[config.mk]
export PLATFORM = sky130hd
export DESIGN_NAME = fetch_buffer_flat
export DESIGN_NICKNAME = d
export VERILOG_FILES = /design/src/rtl/fetch_buffer_pkg.sv /design/src/rtl/fetch_buffer_if.sv /design/src/rtl/fetch_buffer_inst_predecode.sv /design/src/rtl/fetch_buffer.sv /design/src/flat_wrapper.sv
export SDC_FILE = /design/constraint.sdc
export NUM_CORES = 1
export LEC_CHECK = 0
export CAP_MARGIN = 20
export CORE_ASPECT_RATIO = 0.8
export CORE_MARGIN = 2
export CORE_UTILIZATION = 30
export CTS_BUF_LIST = sky130_fd_sc_hd__clkbuf_4 sky130_fd_sc_hd__clkbuf_8
export CTS_CLUSTER_SIZE = 8
export DETAILED_ROUTE_END_ITERATION = 6
export PLACE_DENSITY = 0.57
export SYNTH_ARGS = -nofsm -noshare
export SYNTH_HDL_FRONTEND = slang
export SYNTH_HIERARCHICAL = 1
export SYNTH_SLANG_ARGS = --single-unit
[constraint.sdc]
create_clock -name clock -period 4.4 [get_ports clock]
set_clock_uncertainty 0.05 [all_clocks]
set_input_delay 0.88 -clock clock [delete_from_list [all_inputs] [get_ports clock]]
set_output_delay 0.88 -clock clock [all_outputs]
set_load 0.05 [all_outputs]
[src/rtl/fetch_buffer_pkg.sv]
// Shared definitions for the fetch buffer, the immediate generator and the decoder.
package fetch_buffer_pkg;

  // Immediate format codes consumed by the immediate generator
  localparam logic [2:0] IMM_I = 3'd0;
  localparam logic [2:0] IMM_S = 3'd1;
  localparam logic [2:0] IMM_B = 3'd2;
  localparam logic [2:0] IMM_U = 3'd3;
  localparam logic [2:0] IMM_J = 3'd4;
  localparam logic [2:0] IMM_Z = 3'd5;

  // RISC-V base opcodes (inst[6:0])
  localparam logic [6:0] OP_LOAD   = 7'b0000011;
  localparam logic [6:0] OP_MISC   = 7'b0001111;
  localparam logic [6:0] OP_IMM    = 7'b0010011;
  localparam logic [6:0] OP_AUIPC  = 7'b0010111;
  localparam logic [6:0] OP_STORE  = 7'b0100011;
  localparam logic [6:0] OP_OP     = 7'b0110011;
  localparam logic [6:0] OP_LUI    = 7'b0110111;
  localparam logic [6:0] OP_BRANCH = 7'b1100011;
  localparam logic [6:0] OP_JALR   = 7'b1100111;
  localparam logic [6:0] OP_JAL    = 7'b1101111;
  localparam logic [6:0] OP_SYSTEM = 7'b1110011;

  localparam logic [31:0] NOP = 32'h0000_0013;
  localparam int ENTRY_XLEN = 32;

  // Pre-decode result stored alongside each entry
  typedef struct packed {
    logic [2:0] immSrc;
    logic       immSign;
    logic       illegal;
  } pdec_t;

  localparam pdec_t PD_RESET = '{immSrc: IMM_I, immSign: 1'b1, illegal: 1'b0};

  // Full buffer entry as seen by decode
  typedef struct packed {
    logic [ENTRY_XLEN-1:0] pc;
    logic [ENTRY_XLEN-1:0] inst;
    logic [2:0]            immSrc;
    logic                  immSign;
    logic                  illegal;
  } entry_t;

endpackage

[src/rtl/fetch_buffer_if.sv]
// Fetch-side and decode-side handshake bundle of the fetch buffer.
interface fetch_buffer_if #(
  parameter int XLEN  = 32,
  parameter int DEPTH = 2
);
  localparam int CW = $clog2(DEPTH) + 1;

  logic            io_in_valid;
  logic            io_in_ready;
  logic [XLEN-1:0] io_in_pc;
  logic [XLEN-1:0] io_in_inst;
  logic            io_flush;
  logic            io_out_valid;
  logic            io_out_ready;
  logic [XLEN-1:0] io_out_pc;
  logic [XLEN-1:0] io_out_inst;
  logic [2:0]      io_out_immSrc;
  logic            io_out_immSign;
  logic            io_out_illegal;
  logic [CW-1:0]   io_count;

  // Fetch/decode environment side
  modport master (
    output io_in_valid, io_in_pc, io_in_inst, io_flush, io_out_ready,
    input  io_in_ready, io_out_valid, io_out_pc, io_out_inst,
           io_out_immSrc, io_out_immSign, io_out_illegal, io_count
  );

  // Buffer side
  modport slave (
    input  io_in_valid, io_in_pc, io_in_inst, io_flush, io_out_ready,
    output io_in_ready, io_out_valid, io_out_pc, io_out_inst,
           io_out_immSrc, io_out_immSign, io_out_illegal, io_count
  );
endinterface

[src/rtl/fetch_buffer_inst_predecode.sv]
// Enqueue-side pre-decode: immediate format, signedness and illegal-opcode flag.
module inst_predecode
  import fetch_buffer_pkg::*;
#(
  parameter int XLEN = 32
) (
  input  logic [XLEN-1:0] inst,
  output pdec_t           pd
);

  // Only opcode and funct3[2] matter; the rest of the word is ignored.
  logic unusedBits;
  assign unusedBits = ^inst;

  // Map opcode to immediate format; anything unrecognised is flagged illegal.
  always_comb begin
    pd = PD_RESET;
    if (inst[1:0] != 2'b11) begin
      pd.illegal = 1'b1;
    end else begin
      case (inst[6:0])
        OP_LOAD, OP_IMM, OP_JALR, OP_MISC, OP_OP: pd.immSrc = IMM_I;
        OP_STORE:           pd.immSrc = IMM_S;
        OP_BRANCH:          pd.immSrc = IMM_B;
        OP_LUI, OP_AUIPC:   pd.immSrc = IMM_U;
        OP_JAL:             pd.immSrc = IMM_J;
        OP_SYSTEM:          pd.immSrc = inst[14] ? IMM_Z : IMM_I;
        default:            pd.illegal = 1'b1;
      endcase
    end
    pd.immSign = (pd.immSrc != IMM_Z);
  end

endmodule

[src/rtl/fetch_buffer.sv]
// Fetch-to-decode FIFO with enqueue-time immediate pre-decode and redirect flush.
module fetch_buffer
  import fetch_buffer_pkg::*;
#(
  parameter int DEPTH = 2,
  parameter int XLEN  = 32
) (
  input  logic         clock,
  input  logic         reset,
  fetch_buffer_if.slave fb
);

  localparam int AW = $clog2(DEPTH);
  localparam int CW = AW + 1;

  logic [CW-1:0]   count;
  logic [AW-1:0]   head, tail;
  logic [XLEN-1:0] pcMem   [DEPTH];
  logic [XLEN-1:0] instMem [DEPTH];
  pdec_t           pdMem   [DEPTH];
  pdec_t           pdIn;
  logic            inReady, outValid, push, pop;

  inst_predecode #(.XLEN(XLEN)) u_predecode (
    .inst (fb.io_in_inst),
    .pd   (pdIn)
  );

  // Ready comes from occupancy alone, so a pop never frees a slot the same cycle.
  assign inReady  = (count < CW'(DEPTH));
  assign outValid = (count != '0);
  assign push     = fb.io_in_valid && inReady && !fb.io_flush;
  assign pop      = outValid && fb.io_out_ready && !fb.io_flush;

  assign fb.io_in_ready    = inReady;
  assign fb.io_out_valid   = outValid;
  assign fb.io_count       = count;
  // Head entry is always presented, valid or not; there is no empty bypass.
  assign fb.io_out_pc      = pcMem[head];
  assign fb.io_out_inst    = instMem[head];
  assign fb.io_out_immSrc  = pdMem[head].immSrc;
  assign fb.io_out_immSign = pdMem[head].immSign;
  assign fb.io_out_illegal = pdMem[head].illegal;

  // Occupancy and pointers; flush wins over any concurrent push or pop.
  always_ff @(posedge clock or negedge reset) begin
    if (!reset) begin
      count <= '0;
      head  <= '0;
      tail  <= '0;
    end else if (fb.io_flush) begin
      count <= '0;
      head  <= '0;
      tail  <= '0;
    end else begin
      if (push) tail <= tail + AW'(1);
      if (pop)  head <= head + AW'(1);
      if (push && !pop)      count <= count + CW'(1);
      else if (pop && !push) count <= count - CW'(1);
    end
  end

  // Entry storage; contents survive a flush and are only rewritten by pushes.
  always_ff @(posedge clock or negedge reset) begin
    if (!reset) begin
      for (int i = 0; i < DEPTH; i++) begin
        pcMem[i]   <= '0;
        instMem[i] <= XLEN'(NOP);
        pdMem[i]   <= PD_RESET;
      end
    end else if (push) begin
      pcMem[tail]   <= fb.io_in_pc;
      instMem[tail] <= fb.io_in_inst;
      pdMem[tail]   <= pdIn;
    end
  end

endmodule

[src/flat_wrapper.sv]
// flat-port wrapper written by rule: the top's interface ports become plain ports
module fetch_buffer_flat import fetch_buffer_pkg::*;
#(
  parameter int DEPTH = 2,
  parameter int XLEN  = 32
)
  (clock, reset, fb_io_in_valid, fb_io_in_pc, fb_io_in_inst, fb_io_flush, fb_io_out_ready, fb_io_in_ready, fb_io_out_valid, fb_io_out_pc, fb_io_out_inst, fb_io_out_immSrc, fb_io_out_immSign, fb_io_out_illegal, fb_io_count);
  fetch_buffer_if #(.XLEN(XLEN), .DEPTH(DEPTH)) fb_i ();
  input  logic clock;
  input  logic reset;
  input wire logic [$bits(fb_i.io_in_valid)-1:0] fb_io_in_valid;
  input wire logic [$bits(fb_i.io_in_pc)-1:0] fb_io_in_pc;
  input wire logic [$bits(fb_i.io_in_inst)-1:0] fb_io_in_inst;
  input wire logic [$bits(fb_i.io_flush)-1:0] fb_io_flush;
  input wire logic [$bits(fb_i.io_out_ready)-1:0] fb_io_out_ready;
  output wire logic [$bits(fb_i.io_in_ready)-1:0] fb_io_in_ready;
  output wire logic [$bits(fb_i.io_out_valid)-1:0] fb_io_out_valid;
  output wire logic [$bits(fb_i.io_out_pc)-1:0] fb_io_out_pc;
  output wire logic [$bits(fb_i.io_out_inst)-1:0] fb_io_out_inst;
  output wire logic [$bits(fb_i.io_out_immSrc)-1:0] fb_io_out_immSrc;
  output wire logic [$bits(fb_i.io_out_immSign)-1:0] fb_io_out_immSign;
  output wire logic [$bits(fb_i.io_out_illegal)-1:0] fb_io_out_illegal;
  output wire logic [$bits(fb_i.io_count)-1:0] fb_io_count;
  assign fb_i.io_in_valid = fb_io_in_valid;
  assign fb_i.io_in_pc = fb_io_in_pc;
  assign fb_i.io_in_inst = fb_io_in_inst;
  assign fb_i.io_flush = fb_io_flush;
  assign fb_i.io_out_ready = fb_io_out_ready;
  assign fb_io_in_ready = fb_i.io_in_ready;
  assign fb_io_out_valid = fb_i.io_out_valid;
  assign fb_io_out_pc = fb_i.io_out_pc;
  assign fb_io_out_inst = fb_i.io_out_inst;
  assign fb_io_out_immSrc = fb_i.io_out_immSrc;
  assign fb_io_out_immSign = fb_i.io_out_immSign;
  assign fb_io_out_illegal = fb_i.io_out_illegal;
  assign fb_io_count = fb_i.io_count;
  fetch_buffer #(.DEPTH(DEPTH), .XLEN(XLEN)) u_core (.clock(clock), .reset(reset), .fb(fb_i));
endmodule
=== Word level (Yosys, flattened, before mapping) ===
Cells that the tools add are included.

* $add $sub $neg: 4
* $lt $le $gt $ge: 4
* Eq/ne operators: 13
* Muxes and demuxes: 28
* Bitwise gates (word level): 2
* Reduce and logical (&&, ||, !) cells: 16

{| class="wikitable"
|+ Operators with widths
! cell !! number
|-
| 32-bit two-way mux || 7
|-
| 64-bit bitwise mux || 2
|-
| 32-bit demux with 1-bit select || 1
|-
| 7-bit == test (second input constant) || 4
|-
| 7-bit by 6-bit == test with 1-bit output (second input constant) || 3
|-
| 5-bit two-way mux || 4
|-
| 3-bit one-hot mux with 5 select lines || 1
|-
| 7-bit by 5-bit == test with 1-bit output (second input constant) || 2
|-
| 11-bit OR reduction || 1
|-
| 10-bit bitwise mux || 1
|-
| 7-bit by 2-bit == test with 1-bit output (second input constant) || 1
|-
| 7-bit by 4-bit == test with 1-bit output (second input constant) || 1
|-
| 1-bit logical AND || 7
|-
| 1-bit two-way mux || 6
|-
| 2-bit two-way mux || 3
|-
| 3-bit two-way mux || 2
|-
| 2-bit nonzero test || 3
|-
| 5-bit demux with 1-bit select || 1
|-
| 2-bit >= comparator (second input constant) || 2
|-
| 1-bit inverter with 2-bit output || 2
|-
| 1-bit zero test || 3
|-
| 3-bit inequality test (second input constant) || 1
|-
| 3-bit nonzero test || 1
|-
| 1-bit adder (second input constant) || 2
|-
| other kinds (6) || 6
|}

* Flip-flop bits (word level): 142
* Input port bits: 69
* Output and inout bits: 73
* Word-level logic and storage cells: 80

=== Logic depth before layout (Yosys ltp) ===
Gate-level depths: netlist of run 1.

* Depth in word-level cells: 8
* Mapped depth: 5
* Gate-level depth less buffers: 4

=== Hierarchy ===
Netlist of run 1, hierarchy kept.

{| class="wikitable"
|+ By module, submodules not included
! module !! times used !! cells an instance !! area an instance (µm²) !! sequential area each (µm²)
|-
| fetch_buffer || 1 || 390 || 6,148.4 || 3,563.4
|-
| inst_predecode || 1 || 23 || 140.1 || 0.0
|}

=== Worst setup path before layout of run 1 ===
OpenSTA, ideal clock, no wires.

* Path kind: reg-to-output
* Start: register u_core.head
* End: output fb_io_out_illegal
* Arrival time: 1.336 ns
* Required time: 3.470 ns
* Setup slack: 2.134 ns
* Stages on the path, launching flop included: 4
* Buffers on the path: 2
* Cells stage by stage: dfrtp_1 > clkbuf_1 > clkbuf_1 > mux2_2

* Word-level cells in the longest chain between the ends: 4

{| class="wikitable"
|+ RTL lines
! what !! line !! RTL
|-
| start, declared || fetch_buffer.sv:17 || <nowiki>logic [AW-1:0] head, tail;</nowiki>
|-
| start signal, assigned || fetch_buffer.sv:57 || <nowiki>if (pop) head <= head + AW'(1);</nowiki>
|-
| 1-bit inverter with 2-bit output (implied by the code) || fetch_buffer.sv:43 || <nowiki>assign fb.io_out_illegal = pdMem[head].illegal;</nowiki>
|-
| 5-bit two-way mux (3 in series) || - ||
|-
| end, declared || flat_wrapper.sv:22 || <nowiki>output wire logic [$bits(fb_i.io_out_illegal)-1:0] fb_io_out_illegal;</nowiki>
|}

Every way passes these cells. The select of a mux whose other input is x is not followed.

=== Final worst setup path of run 1 ===
* Start: register u_core.head
* End: output fb_io_out_pc[0]

* Word-level cells in the longest chain between the ends: 4

{| class="wikitable"
|+ RTL lines
! what !! line !! RTL
|-
| 1-bit inverter with 2-bit output (implied by the code) || fetch_buffer.sv:39 || <nowiki>assign fb.io_out_pc = pcMem[head];</nowiki>
|-
| 32-bit two-way mux (implied by the code) (3 in series) || fetch_buffer.sv:39 ||
|-
| end, declared || flat_wrapper.sv:18 || <nowiki>output wire logic [$bits(fb_i.io_out_pc)-1:0] fb_io_out_pc;</nowiki>
|}

Every way passes these cells. The select of a mux whose other input is x is not followed.

==> results of run 1 <==
-- area by class of cell --
type | count | area, µm² | share of cell area
timing repair buffer | 148 | 1498 | 0.1778
multi-input combinational | 246 | 2601 | 0.3089
sequential | 142 | 3567 | 0.4236
clock inverter | 15 | 177.7 | 0.02110
tap | 269 | 336.6 | 0.03996
inverter | 2 | 7.507 | 0.0008914
clock buffer | 17 | 234.0 | 0.02778
-- through the flow --
step,worst slack [ns],utilization,hold WS (ns),cell area (µm²)
2_1_floorplan,2.134,-,0.4022,6289
3_3_place_gp,1.307,0.3867,0.4113,7983
3_5_place_dp,1.297,0.3867,0.4286,7983
4_1_cts,0.7855,0.4067,0.4490,8394
5_1_grt,0.7217,0.4080,0.2678,8422
6_report,0.8561,0.4080,0.2903,8422
-- worst max-delay path, delay by kind of cell, from the launching register on --
| kind | cells | cell delay, ns |
|---|---|---|
| buffers and inverters | 2 | 1.01 |
| DFF | 1 | 0.74 |
| muxes | 1 | 0.39 |
-- worst paths after layout --
check	from	end	slack, ns	cells after the start
max	u_core/head	fb_io_out_pc[0]	0.86	3
min	reset	u_core/pcMem[56]	0.29	1
max reg2reg	u_core/fb.io_count[1]	u_core/pdMem[4]	2.36	4
min reg2reg	u_core/pcMem[3]	u_core/pcMem[3]	0.45	1
max in group asynchronous	reset	u_core/instMem[51]	3.27	2
min in group clock	u_core/pcMem[3]	u_core/pcMem[3]	0.45	1
-- cell families (layout without fill, tap and decap cells) --
family | after synthesis | in the layout
compound gates | 10 | 10
mux | 208 | 208
flops | 142 | 142
xor+xnor | 2 | 2
simple gates | 26 | 26
buf+inv | 25 | 182
-- power breakdown --
| group | switching (mW) | internal (mW) | total [mW] |
|---|---|---|---|
| logic | 0.889 | 0.727 | 1.62 |
| clock network | 0.561 | 0.525 | 1.09 |
| registers | 0.179 | 1.66 | 1.84 |
-- cells in the final DEF, fill, tap and decap left out, types with 2 or more instances in the layout --
master           netlist  layout
nand2_1                3       3
nor2_1                 4       4
mux2_1                10      10
dfrtp_1              134     133
inv_1                  2       2
nand2b_1               2       2
mux2_2               198     198
a21oi_1                3       3
or2_2                  2       2
nand2b_4               2       2
dfstp_2                8       8
o21ai_0                4       4
nand3b_1               2       2
inv_8                  0       2
inv_6                  0       5
buf_4                  2       5
xor2_1                 2       2
clkdlybuf4s50_1        0     140
clkbuf_8               0      17
bufinv_16              0       2
clkinv_4               0       5
nor2b_1                3       3
-- routing by layer --
| layer | vias up | wire length (µm) |
|---|---|---|
| met5 | - | 0 |
| met4 | 0 | 282 |
| met3 | 16 | 632 |
| met2 | 92 | 6626 |
| met1 | 1951 | 6409 |
| li1 | 1772 | - |
-- registers in the layout, summed over array words and instances (netlist names) --
register and cells:
u_core/head 1, u_core/pdMem 10, u_core/tail 1, u_core/instMem 64
u_core/pcMem 64, u_core/fb.io_count 2
==> results.json, run 1 <==
{
  "async_flop_share": 1.000,
  "drive_gt1_frac": 0.4439,
  "dp.cells": 806,
  "num_rows": 47,
  "grt_use_met3": 0.04308,
  "track_usage": 0.1313,
  "crit_chain": "buf_12, mux2_2, clkdlybuf4s50_1",
  "port_buffers": 141,
  "yosysSeqAreaShare": 0.5667,
  "crit_path_max_incr_delay_ns": 0.74,
  "status": "completed",
  "yosysUniqueCellTypes": 30,
  "drtIter0Drc": 105,
  "grt_setup_unrepaired": "false",
  "holdCritPathClass": "in -> async",
  "synth_top_family_by_area": "multiplexers",
  "synthAdderAreaFrac": 0,
  "worstPathRequired_ns": 3.47,
  "grt_max_degree": 116,
  "cap_violations": 0,
  "vias_per_cell": 4.566,
  "core-area_mm2": 0.02064,
  "clk_latency_ns": 0.43,
  "synth_edf_count": 0,
  "hpwl_um": 9082,
  "startpoint_type": "flip-flop",
  "drc": 0,
  "netlist_top_cells_count": "mux2_2, dfrtp_1, buf_2",
  "timing.fmax_mhz": 282.2,
  "cts_setup_buffers": 0,
  "n_fill_cell": 1901,
  "postRouteWirelength_um": 13950,
  "io_pins": 142,
  "synthXorXnorAreaFrac": 0.002786,
  "die_width_um": 165.9,
  "synthCells": 413,
  "instances_no_fill": 839,
  "syn_to_final_growth_pct": 33.92,
  "grt_use_met2": 0.2095,
  "cts_resized": 0,
  "postCtsHoldBufs": 0,
  "synthFlopType": "dfrtp_1",
  "grt_pass1_vias": 4309,
  "crit_slowest_cell": "dfrtp_4",
  "syn_avg_cell_area_um2": 15.23,
  "drt_pass1_iterations": 4,
  "gp_congestion": 0.7157,
  "synth_top_cell_by_area": "dfrtp_1",
  "grtUsageMet1": 0.1696,
  "synth.top_cells.by_area": "dfrtp_1, mux2_2, dfstp_2",
  "synthMuxAreaShare": 0.3725,
  "clkSinkCount": 142,
  "root_buffer": "clkbuf_8",
  "synth_top_area_share": 0.5332,
  "finalSetupViolCount": 0,
  "slew_headroom": 0.5721,
  "die_area_mm2": 0.02214,
  "cts.clk_slew.worst_paths_ns": 0.09,
  "die_h_um": 133.5,
  "cp_max_fo": 40,
  "syn_nets": 482,
  "tns_ns": 0,
  "crit_type": "reg -> out",
  "power_density_mw_per_mm2": 538.6,
  "gr-total-overflow": 0,
  "numCtsBuffers": 17,
  "irDropWorstVdd_v": 0.0002838,
  "grt_pass1_wl_um": 22960,
  "yosys.area_share.simple": 0.02825,
  "clockBufferDepth": 2,
  "yosys_warnings": 6,
  "htree_levels": 4,
  "netlist_area_mm2": 0.006289,
  "finalMaxSlewViolations": 0,
  "post-synth-top-count-cell": "mux2_2",
  "ant_nets": 0,
  "hold_viol_final": 0,
  "fin_crit_ns": 3.544,
  "arrival_ns": 2.61,
  "antenna_found_initial": 0,
  "cts_tree": "yes",
  "p_total_mw": 4.536,
  "initial_utilization": 0.3047,
  "vias": 3831,
  "p_leak_nw": 3.370,
  "synth_compound_gate_area_share": 0.009152,
  "worst_pin_slew_ns": 0.6419,
  "busiest_layer": "met2",
  "nets": 626,
  "n_antenna_cell": 0,
  "synth-seq-cells": 142,
  "worstSetupEndpointType": "output pin",
  "period_share": 0.8054,
  "wl_per_cell_um": 16.63
}
No activity file was read; power rests on OpenSTA's default activity.
==> run 2: changes to the inputs <==
Settings changed: PLACE_DENSITY 0.57 to 0.59.
Clock period 4.4 ns to 3 ns, I/O delays scaled along.
==> results.json, run 2 (synthesis results as in run 1) <==
{
  "fin_area_mm2": 0.008387,
  "cp_max_fo": 23,
  "internal_power_mw": 4.464,
  "gp_congestion": 0.7483,
  "root_buffer": "clkbuf_8",
  "power_density_mw_per_mm2": 808.6,
  "finalSetupViolCount": 0,
  "grt_pass1_vias": 4502,
  "die_h_um": 133.5,
  "postCtsHoldBufs": 0,
  "swShare": 0.3417,
  "clock_power_share": 0.261,
  "grt_use_met3": 0.03832,
  "drc": 0,
  "hpwl_um": 9587,
  "vias": 3904,
  "pwr-share-comb": 0.344,
  "sequentialPowerShare": 0.394,
  "arrival_ns": 2.21,
  "gr-total-overflow": 0,
  "timing.fmax_mhz": 349.5,
  "worstSetupEndpointType": "output pin",
  "antenna_found_initial": 0,
  "grt_setup_unrepaired": "false",
  "p_leak_nw": 3.456,
  "cts_tree": "yes",
  "cts.clk_slew.worst_paths_ns": 0.08,
  "placed_area_mm2": 0.007920,
  "tns_ns": 0,
  "die_width_um": 165.9,
  "postRouteWirelength_um": 14230,
  "drt_pass1_iterations": 5,
  "holdCritPathClass": "in -> async",
  "n_antenna_cell": 0,
  "nets": 629,
  "syn_to_final_growth_pct": 33.37,
  "grt_max_degree": 68,
  "port_buffers": 141,
  "status": "completed",
  "cts_setup_buffers": 0,
  "drtIter0Drc": 128,
  "hold_viol_final": 0,
  "finalMaxSlewViolations": 0,
  "grt_use_met2": 0.2305,
  "startpoint_type": "flip-flop",
  "slew_headroom": 0.5748,
  "worst_pin_slew_ns": 0.6378,
  "wl_per_cell_um": 16.90,
  "layout_commonest_cell": "mux2_2",
  "track_usage": 0.1335,
  "n_fill_cell": 1881,
  "numCtsBuffers": 17,
  "layout_common_cells": "mux2_2, dfrtp_1, clkdlybuf4s50_1",
  "htree_levels": 4,
  "busiest_layer": "met2",
  "cap_violations": 0,
  "multiInputGateArea_mm2": 0.002601,
  "crit_type": "reg -> out",
  "clockBufferDepth": 2,
  "vias_per_cell": 4.637,
  "seq_area_mm2": 0.003567,
  "worstPathRequired_ns": 2.35,
  "core-area_mm2": 0.02064,
  "die_area_mm2": 0.02214,
  "grtUsageMet1": 0.1592,
  "fin_crit_ns": 2.861,
  "num_rows": 47,
  "clkSinkCount": 142,
  "ant_nets": 0,
  "clk_latency_ns": 0.43,
  "irDropWorstVdd_v": 0.0004472,
  "period_share": 0.9537,
  "drive_gt1_frac": 0.5375,
  "initial_utilization": 0.3047,
  "reg_top3": "u_core/instMem x64, u_core/pcMem x64, u_core/pdMem x10",
  "p_switching_mw": 2.317,
  "cts_resized": 0,
  "io_pins": 142,
  "grt_pass1_wl_um": 23400
}
==> run 2: worst max-delay path, stage by stage (launching register included) <==
cell and delay (ns):
dfrtp_4 0.67, mux2_2 0.40, clkdlybuf4s50_1 0.70
==> run 2: cell type report <==
class / count / area share
multi-input cells: 246 / 0.3102
repair buffers: 151 / 0.1678
clock buffers: 19 / 0.03043
clock inverters: 13 / 0.02521
well taps: 269 / 0.04013
flip-flops and latches: 142 / 0.4253
inverters: 2 / 0.0008951
==> run 2: routing by layer <==
metal / part of all wire / vias up
met4: 0.018 / 0
li1: - / 1774
met1: 0.44 / 2019
met3: 0.044 / 16
met2: 0.50 / 95
met5: 0 / -
==> run 2: worst paths after layout <==
kind	slack, ns	start	cells after the start	end
worst max-delay path	0.14	u_core/head	2	fb_io_out_pc[29]
worst min-delay path	0.1	reset	1	u_core/pcMem[4]
worst max register to register	1.18	u_core/fb.io_count[1]	4	u_core/pcMem[20]
worst min register to register	0.44	u_core/pcMem[9]	1	u_core/pcMem[9]
max in group asynchronous	2.03	reset	2	u_core/pcMem[56]
min in group clock	0.44	u_core/pcMem[9]	1	u_core/pcMem[9]
==> run 2: power by group through the flow <==
stage | clock network [mW] | logic (mW) | registers (mW)
after global placement | 0 | 2.31 | 2.68
after detailed placement | 0 | 2.36 | 2.72
after floorplan | 0 | 1.73 | 2.62
after global routing | 1.94 | 2.46 | 2.74
after CTS | 1.85 | 2.37 | 2.68
final | 1.77 | 2.34 | 2.67
==> run 2: metrics by stage <==
| stage | utilization | hold WS, ns | total power, mW | worst slack [ns] | instances |
|---|---|---|---|---|---|
| detailed placement | 0.3837 | 0.4261 | 5.078 | 0.5572 | 810 |
| finish | 0.4063 | 0.09926 | 6.781 | 0.1388 | 842 |
| global placement | 0.3837 | 0.4117 | 4.988 | 0.5757 | 810 |
| floorplan | - | 0.2544 | 4.349 | 1.014 | 413 |
| global route | 0.4063 | 0.1354 | 7.145 | 0.01821 | 842 |
| CTS | 0.4063 | 0.1022 | 6.895 | 0.06711 | 842 |
==> run 3: changes to the inputs <==
Settings changed: CORE_MARGIN 2 to not set, SYNTH_HIERARCHICAL 1 to not set.
==> results.json, run 3 <==
{
  "synth_top_area_share": 0.5265,
  "crit_type": "reg -> out",
  "initial_utilization": 0.3068,
  "worst_pin_slew_ns": 0.5510,
  "worstSetupEndpointType": "output pin",
  "cts_setup_buffers": 0,
  "syn_avg_cell_area_um2": 11.37,
  "die_area_mm2": 0.02182,
  "gp_congestion": 0.7495,
  "path_delay_family": "buffers and inverters",
  "ant_nets": 0,
  "synthCells": 560,
  "synth_edf_count": 0,
  "core-area_mm2": 0.02076,
  "tns_ns": 0,
  "status": "completed",
  "drive_gt1_frac": 0.2952,
  "clockBufferDepth": 2,
  "die_width_um": 164.9,
  "io_pins": 142,
  "cts.clk_slew.worst_paths_ns": 0.08,
  "die_h_um": 132.3,
  "nets": 764,
  "startpoint_type": "flip-flop",
  "grt_setup_unrepaired": "false",
  "hpwl_um": 10110,
  "layout_common_cells": "nand2_1, dfrtp_1, mux2_2",
  "root_buffer": "clkbuf_8",
  "drtIter0Drc": 189,
  "post-synth-top-count-cell": "nand2_1",
  "port_buffers": 141,
  "n_antenna_cell": 0,
  "synth_top_cell_by_area": "dfrtp_1",
  "postCtsHoldBufs": 0,
  "irDropWorstVdd_v": 0.0003992,
  "hold_viol_final": 0,
  "drt_pass1_iterations": 4,
  "numCtsBuffers": 17,
  "crit_slowest_cell": "clkdlybuf4s50_1",
  "syn_nets": 629,
  "grt_pass1_wl_um": 25410,
  "layout_commonest_cell": "nand2_1",
  "n_fill_cell": 1996,
  "clkSinkCount": 142,
  "timing.fmax_mhz": 353.0,
  "cts_tree": "yes",
  "vias": 4501,
  "arrival_ns": 2.18,
  "track_usage": 0.1508,
  "cap_violations": 0,
  "cts_resized": 34,
  "netlist_area_mm2": 0.006369,
  "synthFlopType": "dfrtp_1",
  "crit_chain": "mux2_2, clkdlybuf4s50_1",
  "grt_max_degree": 76,
  "drc": 0,
  "holdCritPathClass": "in -> async",
  "yosysUniqueCellTypes": 36,
  "critPathBufInv": 1,
  "antenna_found_initial": 0,
  "finalMaxSlewViolations": 0,
  "cp_max_fo": 19,
  "finalSetupViolCount": 0,
  "power_density_mw_per_mm2": 796.9,
  "yosys_warnings": 0,
  "reg_top3": "u_core.instMem x64, u_core.pcMem x64, u_core.pdMem x10",
  "period_share": 0.9444,
  "fin_crit_ns": 2.833,
  "synth-seq-cells": 142,
  "postRouteWirelength_um": 15670,
  "clk_latency_ns": 0.42,
  "num_rows": 47,
  "gr-total-overflow": 0,
  "netlist_top_cells_count": "nand2_1, dfrtp_1, mux2_2",
  "htree_levels": 4,
  "syn_to_final_growth_pct": 32.99,
  "worstPathRequired_ns": 2.35,
  "slew_headroom": 0.6315,
  "grt_pass1_vias": 4857,
  "wl_per_cell_um": 16.03,
  "crit_path_max_incr_delay_ns": 0.73,
  "hold_ws_ns": 0.03222,
  "dp.cells": 945,
  "p_leak_nw": 3.953,
  "synth.top_cells.by_area": "dfrtp_1, mux2_2, nand2_1",
  "vias_per_cell": 4.607,
  "yosysSeqAreaShare": 0.5595,
  "instances_no_fill": 977,
  "async_flop_share": 1.000
}
run 3: path summary, 6_finish.rpt:
path | startpoint | to | slack [ns] | depth (start not counted)
max | u_core.head | fb_io_out_pc[19] | 0.17 | 2
max reg2reg | u_core.fb.io_count[1] | u_core.instMem[26] | 1.19 | 3
max in group asynchronous | reset | u_core.pcMem[43] | 2.09 | 2
min reg2reg | u_core.instMem[32] | u_core.instMem[32] | 0.41 | 2
min in group clock | u_core.instMem[32] | u_core.instMem[32] | 0.41 | 2
min | reset | u_core.pdMem[9] | 0.03 | 1
run 3: power by group:
group	internal [mW]	switching, mW	total [mW]	leakage (nW)
sequential	2.43	0.268	2.70	1.73
combinational	0.890	1.35	2.24	1.98
clock	1.09	0.717	1.81	0.245
run 3: area by class of cell:
cell class                      instances  area [µm²]  area share
Sequential cell                       142        3567      0.4212
Multi-Input combinational cell        383        2624      0.3098
Timing Repair Buffer                  149        1455      0.1718
Tap cell                              269       336.6     0.03974
Clock buffer                           23       297.8     0.03516
Clock inverter                          9       181.4     0.02142
Inverter                                2       7.507   0.0008864
run 3: cell families (layout without fill, tap and decap cells):
kind of cell / Yosys count / after routing / synth area share
flops: 142 / 142 / 0.5595
xor+xnor: 2 / 2 / 0.002751
compound gates: 22 / 22 / 0.02279
simple gates: 227 / 227 / 0.1505
buf+inv: 35 / 183 / 0.03104
mux: 132 / 132 / 0.2334
run 3: through the flow:
stage | instance area (µm²) | utilization | total power [mW] | setup slack, ns
finish | 8469 | 0.4080 | 6.749 | 0.1668
global route | 8469 | 0.4080 | 7.117 | 0.07679
CTS | 8469 | 0.4080 | 6.849 | 0.1152
detailed placement | 8033 | 0.3870 | 5.083 | 0.4172
global placement | 8033 | 0.3870 | 4.999 | 0.4295
floorplan | 6369 | - | 4.339 | 0.9997
run 3: layer usage:
layer / track usage / up-vias / routed length, µm
met5: 0 / - / 0
met4: 0.03517 / 0 / 125
met3: 0.04718 / 8 / 946
met2: 0.2542 / 112 / 7588
met1: 0.1869 / 2252 / 7005
li1: - / 2129 / -
